<file path="src/rtl/vector_exec_seq_if.sv">
// +--------------------------------------------------------------------------+
// | vector_exec_seq_if : launch/result bundle between VRF ports and exec unit |
// | Rev 1.0                                                                   |
// +--------------------------------------------------------------------------+
`default_nettype none

interface vector_exec_seq_if #(
  parameter int NELEM = 5,
  parameter int W     = 32
);
  logic                 start;
  logic [2:0]           op;
  logic [3:0]           vd_in;
  logic                 use_scalar;
  logic [NELEM*W-1:0]   va;
  logic [NELEM*W-1:0]   vb;
  logic [W-1:0]         scalar_b;
  logic                 busy;
  logic                 done;
  logic                 err;
  logic                 vwe;
  logic [3:0]           vd_out;
  logic [NELEM*W-1:0]   vres;
  logic [W-1:0]         sres;

  modport master (
    output start, op, vd_in, use_scalar, va, vb, scalar_b,
    input  busy, done, err, vwe, vd_out, vres, sres
  );

  modport slave (
    input  start, op, vd_in, use_scalar, va, vb, scalar_b,
    output busy, done, err, vwe, vd_out, vres, sres
  );
endinterface

`default_nettype wire

</file>
<file path="src/rtl/vector_exec_seq.sv">
// +--------------------------------------------------------------------------+
// | vector_exec_seq : element-serial vector ALU with packed write-back       |
// | Rev 1.0                                                                   |
// +--------------------------------------------------------------------------+
`default_nettype none

module vector_exec_seq #(
  parameter int NELEM = 5,
  parameter int W     = 32
) (
  input  logic             clk,
  input  logic             reset,
  vector_exec_seq_if.slave bus
);

  localparam int IW = (NELEM > 1) ? $clog2(NELEM) : 1;
  localparam int VW = NELEM * W;

  localparam logic [1:0] c_IDLE = 2'd0;
  localparam logic [1:0] c_RUN  = 2'd1;
  localparam logic [1:0] c_WB   = 2'd2;

  localparam logic [2:0] c_OP_ADD = 3'b000;
  localparam logic [2:0] c_OP_SUB = 3'b001;
  localparam logic [2:0] c_OP_AND = 3'b010;
  localparam logic [2:0] c_OP_ORR = 3'b011;
  localparam logic [2:0] c_OP_MUL = 3'b100;
  localparam logic [2:0] c_OP_SUM = 3'b101;
  localparam logic [2:0] c_OP_MAX = 3'b110;
  localparam logic [2:0] c_OP_ILL = 3'b111;

  localparam logic [IW-1:0] c_LAST = IW'(NELEM - 1);

  logic [1:0]    r_state;
  logic [1:0]    w_state_nxt;
  logic [IW-1:0] r_idx;
  logic [VW-1:0] r_a;
  logic [VW-1:0] r_b;
  logic [2:0]    r_op;
  logic [3:0]    r_vd;
  logic [VW-1:0] r_res;
  logic [VW-1:0] r_vres;
  logic [W-1:0]  r_acc;
  logic [W-1:0]  r_sres;

  int            w_base;
  logic [W-1:0]  w_ea;
  logic [W-1:0]  w_eb;
  logic [W-1:0]  w_elem;
  logic [W-1:0]  w_acc_nxt;
  logic [VW-1:0] w_res_final;
  logic          w_last;

  // State register
  always_ff @(posedge clk or posedge reset) begin
    if (reset) begin
      r_state <= c_IDLE;
    end else begin
      r_state <= w_state_nxt;
    end
  end

  // Next-state logic
  always_comb begin
    w_state_nxt = r_state;
    case (r_state)
      c_IDLE:  if (bus.start) w_state_nxt = c_RUN;
      c_RUN:   if (w_last)    w_state_nxt = c_WB;
      c_WB:    w_state_nxt = c_IDLE;
      default: w_state_nxt = c_IDLE;
    endcase
  end

  // Output logic
  always_comb begin
    bus.busy   = 1'b0;
    bus.done   = 1'b0;
    bus.err    = 1'b0;
    bus.vwe    = 1'b0;
    bus.vd_out = 4'd0;
    case (r_state)
      c_RUN: bus.busy = 1'b1;
      c_WB: begin
        bus.busy = 1'b1;
        bus.done = 1'b1;
        if (r_op == c_OP_ILL) begin
          bus.err = 1'b1;
        end else if (r_op != c_OP_SUM) begin
          bus.vwe    = 1'b1;
          bus.vd_out = r_vd;
        end
      end
      default: ;
    endcase
  end

  assign bus.vres = r_vres;
  assign bus.sres = r_sres;

  // Element datapath; the final slot is merged combinationally so vres loads whole on WB entry
  always_comb begin
    w_base    = int'(r_idx) * W;
    w_ea      = r_a[w_base +: W];
    w_eb      = r_b[w_base +: W];
    w_last    = (r_idx == c_LAST);
    w_acc_nxt = r_acc + w_ea;
    w_elem    = '0;
    case (r_op)
      c_OP_ADD: w_elem = w_ea + w_eb;
      c_OP_SUB: w_elem = w_ea - w_eb;
      c_OP_AND: w_elem = w_ea & w_eb;
      c_OP_ORR: w_elem = w_ea | w_eb;
      c_OP_MUL: w_elem = w_ea * w_eb;
      c_OP_MAX: w_elem = ($signed(w_ea) > $signed(w_eb)) ? w_ea : w_eb;
      default:  w_elem = '0;
    endcase
    w_res_final                = r_res;
    w_res_final[w_base +: W]   = w_elem;
  end

  always_ff @(posedge clk or posedge reset) begin
    if (reset) begin
      r_idx  <= '0;
      r_a    <= '0;
      r_b    <= '0;
      r_op   <= '0;
      r_vd   <= '0;
      r_res  <= '0;
      r_vres <= '0;
      r_acc  <= '0;
      r_sres <= '0;
    end else begin
      case (r_state)
        c_IDLE: begin
          if (bus.start) begin
            r_a   <= bus.va;
            r_b   <= bus.use_scalar ? {NELEM{bus.scalar_b}} : bus.vb;
            r_op  <= bus.op;
            r_vd  <= bus.vd_in;
            r_idx <= '0;
            r_acc <= '0;
          end
        end
        c_RUN: begin
          r_res[w_base +: W] <= w_elem;
          r_acc              <= w_acc_nxt;
          if (w_last) begin
            r_idx <= '0;
            if (r_op == c_OP_SUM) begin
              r_sres <= w_acc_nxt;
            end else if (r_op != c_OP_ILL) begin
              r_vres <= w_res_final;
            end
          end else begin
            r_idx <= r_idx + IW'(1);
          end
        end
        default: ;
      endcase
    end
  end

endmodule

`default_nettype wire
</file>
<file path="src/flat_wrapper.sv">
// flat-port wrapper written by rule: the top's interface ports become plain ports
module vector_exec_seq_flat 
#(
  parameter int NELEM = 5,
  parameter int W     = 32
)
  (clk, reset, bus_start, bus_op, bus_vd_in, bus_use_scalar, bus_va, bus_vb, bus_scalar_b, bus_busy, bus_done, bus_err, bus_vwe, bus_vd_out, bus_vres, bus_sres);
  vector_exec_seq_if #(.NELEM(NELEM), .W(W)) bus_i ();
  input  logic clk;
  input  logic reset;
  input wire logic [$bits(bus_i.start)-1:0] bus_start;
  input wire logic [$bits(bus_i.op)-1:0] bus_op;
  input wire logic [$bits(bus_i.vd_in)-1:0] bus_vd_in;
  input wire logic [$bits(bus_i.use_scalar)-1:0] bus_use_scalar;
  input wire logic [$bits(bus_i.va)-1:0] bus_va;
  input wire logic [$bits(bus_i.vb)-1:0] bus_vb;
  input wire logic [$bits(bus_i.scalar_b)-1:0] bus_scalar_b;
  output wire logic [$bits(bus_i.busy)-1:0] bus_busy;
  output wire logic [$bits(bus_i.done)-1:0] bus_done;
  output wire logic [$bits(bus_i.err)-1:0] bus_err;
  output wire logic [$bits(bus_i.vwe)-1:0] bus_vwe;
  output wire logic [$bits(bus_i.vd_out)-1:0] bus_vd_out;
  output wire logic [$bits(bus_i.vres)-1:0] bus_vres;
  output wire logic [$bits(bus_i.sres)-1:0] bus_sres;
  assign bus_i.start = bus_start;
  assign bus_i.op = bus_op;
  assign bus_i.vd_in = bus_vd_in;
  assign bus_i.use_scalar = bus_use_scalar;
  assign bus_i.va = bus_va;
  assign bus_i.vb = bus_vb;
  assign bus_i.scalar_b = bus_scalar_b;
  assign bus_busy = bus_i.busy;
  assign bus_done = bus_i.done;
  assign bus_err = bus_i.err;
  assign bus_vwe = bus_i.vwe;
  assign bus_vd_out = bus_i.vd_out;
  assign bus_vres = bus_i.vres;
  assign bus_sres = bus_i.sres;
  vector_exec_seq #(.NELEM(NELEM), .W(W)) u_core (.clk(clk), .reset(reset), .bus(bus_i));
endmodule
</file>
<file path="config.mk">
export PLATFORM = sky130hd
export DESIGN_NAME = vector_exec_seq_flat
export DESIGN_NICKNAME = d
export VERILOG_FILES = /design/src/rtl/vector_exec_seq_if.sv /design/src/rtl/vector_exec_seq.sv /design/src/flat_wrapper.sv
export SDC_FILE = /design/constraint.sdc
export NUM_CORES = 2
export LEC_CHECK = 0
export CORE_MARGIN = 4
export CORE_UTILIZATION = 49
export CTS_BUF_LIST = sky130_fd_sc_hd__clkbuf_8
export DETAILED_ROUTE_END_ITERATION = 16
export PLACE_DENSITY = 0.73
export REMOVE_ABC_BUFFERS = 1
export SLEW_MARGIN = 20
export SYNTH_ARGS = -nofsm -noshare
export SYNTH_HDL_FRONTEND = slang
export SYNTH_SLANG_ARGS = --single-unit
</file>
<file path="constraint.sdc">
create_clock -name clk -period 23.4 [get_ports clk]
set_input_delay 4.68 -clock clk [delete_from_list [all_inputs] [get_ports clk]]
set_output_delay 4.68 -clock clk [all_outputs]
set_load 0.01 [all_outputs]
</file>
==> reports/results.tsv <==
metric	value	unit
Overflow after GRT	0	
PostCTS Resize Cnt	0	
Area contributors post-synth	dfrtp_1 (34%), fa_1 (16%), ha_1 (6.1%)	
syn_area_per_cell	9.34	um2
Synth top area share	0.340	
register area	17900	um2
crit path DAT	12.64	ns
nets	7110	
routed wire length per instance	24.8	um
WL final	188	mm
post-CTS setup buffer count	0	
Die Wd	336	um
number of DRC markers in iteration 0	4236	
vias post-DR	44800	
RSZ-0062 raised after global routing	no	
top_reg_cell synth	dfrtp_1	
largest net degree at the start of global routing	222	
worst skew pair latency	0.82	ns
Synth cell types	91	
Layout Skew	0.0943	ns
fin crit share	0.511	
FILL cells	9382	
Hold Slack	0.471	ns
Reg clk slew, reported paths	0.06	ns
Area Overhead vs Synth	17.5	%
GRT Total Usage	0.330	
mux cell area share after synthesis	0.0746	
Setup crit start kind	register	
YS warnings	0	
Core ar.	107000	um2
XOR/XNOR share of the synthesized area	0.0243	
# hold bufs at CTS	0	
Synth Area in Compound Gates	0.160	
die area	113000	um2
IO Count	563	
CTS Buf Count	118	
final routed DRC violation total	0	
Max FO, Critical Path	45	
Yosys reg bits	716	
endpoint class of the critical path	register	
standard-cell rows	120	
Critical Setup Path Class	reg2reg	
Post-Syn Instances	5639	
CP max-delay cell	a21oi_4	
outcome	complete, no violations	
die extent in y	336	um
Slew headroom	0.162	
async set or reset register ratio after synthesis	1.00	
synthesized area	52700	um2
crit path time final	11.96	ns
Adder-Cell Fraction of Synth Area	0.217	
Pre-antenna DRT Iters	5	
Clock Sink Count	716	
area occupied by multi-input gates	31500	um2
register area share after synthesis	0.340	
vias in the first global route	45700	
crit-path max cell delay	0.73	ns
fmax	83.6	MHz
dominant cell type by area after synthesis	dfrtp_1	
# setup viols final	0	
max cap viols	0	
first-pass GRT wire length	281	mm
Final Hold Viols	0	
largest family of logic cells by synthesized area	adder cells	
CTS Buffer Depth	3	
antenna viol nets, final	0	
Worst Max-Slew Pin Slew	1.25	ns
clock root buffer	clkbuf_8	
Initial Utilization	0.493	
WP data required	24.07	ns
vias per std cell	5.91	
number of synthesized flops with an enable pin	0	
PortBufs	562	
layout cells sized above 1	0.0937	
CP most frequent cell	fa_1	
CTS tree	done	
Hold/Removal Path Class	reg2reg	
Post-Synth Simple-Gate Area	0.120	
fin. max-slew vios	0	
htree depth	3	
initial antenna violation count	12	
Post-DP HPWL	136	mm
GP Congestion	1.02	
-- sequential cells by signal (all words and copies together) (netlist names) --
register         count
u_core.bus.vres    160
u_core.r_state       2
u_core.r_a         160
u_core.r_b         160
u_core.r_res       160
u_core.bus.sres     32
u_core.r_vd          4
u_core.r_idx         3
u_core.r_op          3
u_core.r_acc        32
-- per-layer routing --
metal | track usage | vias to the layer above | wire length [um]
met5 | 0 | - | 94
met4 | 0.181 | 14 | 12100
met3 | 0.0795 | 639 | 17800
met2 | 0.532 | 2332 | 86700
met1 | 0.410 | 22000 | 70900
li1 | - | 19800 | -
-- critical path, delay by kind of cell, from the launching register on --
kind            cells  cell delay, ns
compound gates     11            3.80
xor+xnor            1            0.35
fa+ha+maj          10            3.99
buf+inv             5            1.83
flops               1            0.59
mux                 1            0.59
simple gates        3            0.60
-- cell usage after synthesis, types with 17 or more instances --
library cell,number
dfrtp_1,716
clkbuf_1,288
nor2b_1,23
a22o_1,30
a22oi_1,32
o21bai_1,28
a21o_1,77
buf_2,21
nand3_1,47
or3_1,22
nand2_1,676
o21ai_1,20
ha_1,257
fa_1,411
o21a_1,27
and3_1,84
xor2_1,29
o21ai_0,571
nand2b_1,17
a21oi_1,466
nor3_1,21
and2_1,46
inv_1,484
mux2i_1,101
xnor2_1,104
nor2_1,496
a31oi_1,25
mux2_2,226
-- path summary, 6_finish.rpt --
check | startpoint | end | slack (ns) | cells after the start
setup reg to reg | u_core.r_idx[0] | u_core.r_res[61] | 11.44 | 31
hold / removal | u_core.r_res[26] | u_core.r_res[26] | 0.47 | 2
setup / recovery | u_core.r_idx[0] | u_core.r_res[61] | 11.44 | 31
hold reg to reg | u_core.r_res[26] | u_core.r_res[26] | 0.47 | 2
max in group asynchronous | reset | u_core.r_b[104] | 14.89 | 6
min in group asynchronous | reset | u_core.r_acc[4] | 4.44 | 2
-- cell type report --
class | count | area share
antenna | 6 | 0.000243
clock buffer | 140 | 0.0311
clock inverter | 71 | 0.00728
inverter | 505 | 0.0308
multi-input combinational | 4076 | 0.509
sequential | 716 | 0.289
tap | 1403 | 0.0284
timing repair buffer | 662 | 0.103
-- cells by family (layout without fill, tap and decap cells) --
| kind of cell | Yosys count | in the layout |
|---|---|---|
| adder cells (fa/ha/maj) | 668 | 668 |
| AND/OR/NAND/NOR | 1483 | 1483 |
| multiplexers | 345 | 345 |
| buffers and inverters | 847 | 1378 |
| other | 0 | 6 |
| AO/OA/AOI/OAI | 1442 | 1442 |
| XOR/XNOR | 138 | 138 |
| flip-flops | 716 | 716 |
-- cells in the final DEF, fill, tap and decap left out, types with 20 or more instances in the layout --
cell type        instances
clkbuf_8               140
o21bai_1                28
or3_1                   22
dfrtp_1                713
ha_1                   257
nand3_1                 46
a22oi_1                 32
nor2_1                 493
mux2i_1                101
a22o_1                  30
inv_1                  533
and3_1                  83
nor2b_1                 22
a31oi_1                 25
a21oi_1                463
nor3_1                  20
mux2_2                 226
xor2_1                  29
fa_1                   411
and2_1                  45
clkdlybuf4s50_1        562
o21ai_0                571
buf_4                   98
nand2_1                671
a21o_1                  77
o21a_1                  26
xnor2_1                104
-- per-stage QoR --
step | setup TNS, ns | cell area (um2) | util | instances | setup WS [ns]
after CTS | 0 | 61900 | 0.579 | 7573 | 11.70
after global placement | 0 | 59500 | 0.557 | 7362 | 11.93
after global routing | 0 | 61900 | 0.579 | 7573 | 11.16
final | 0 | 61900 | 0.579 | 7579 | 11.44
after floorplan | -976.50 | 51200 | - | 5297 | -1.36
after detailed placement | 0 | 59500 | 0.557 | 7362 | 11.69
Power is left out: the tool's default activity adds up to more than one toggle a clock period on the data nets, which glitch-free logic cannot reach.
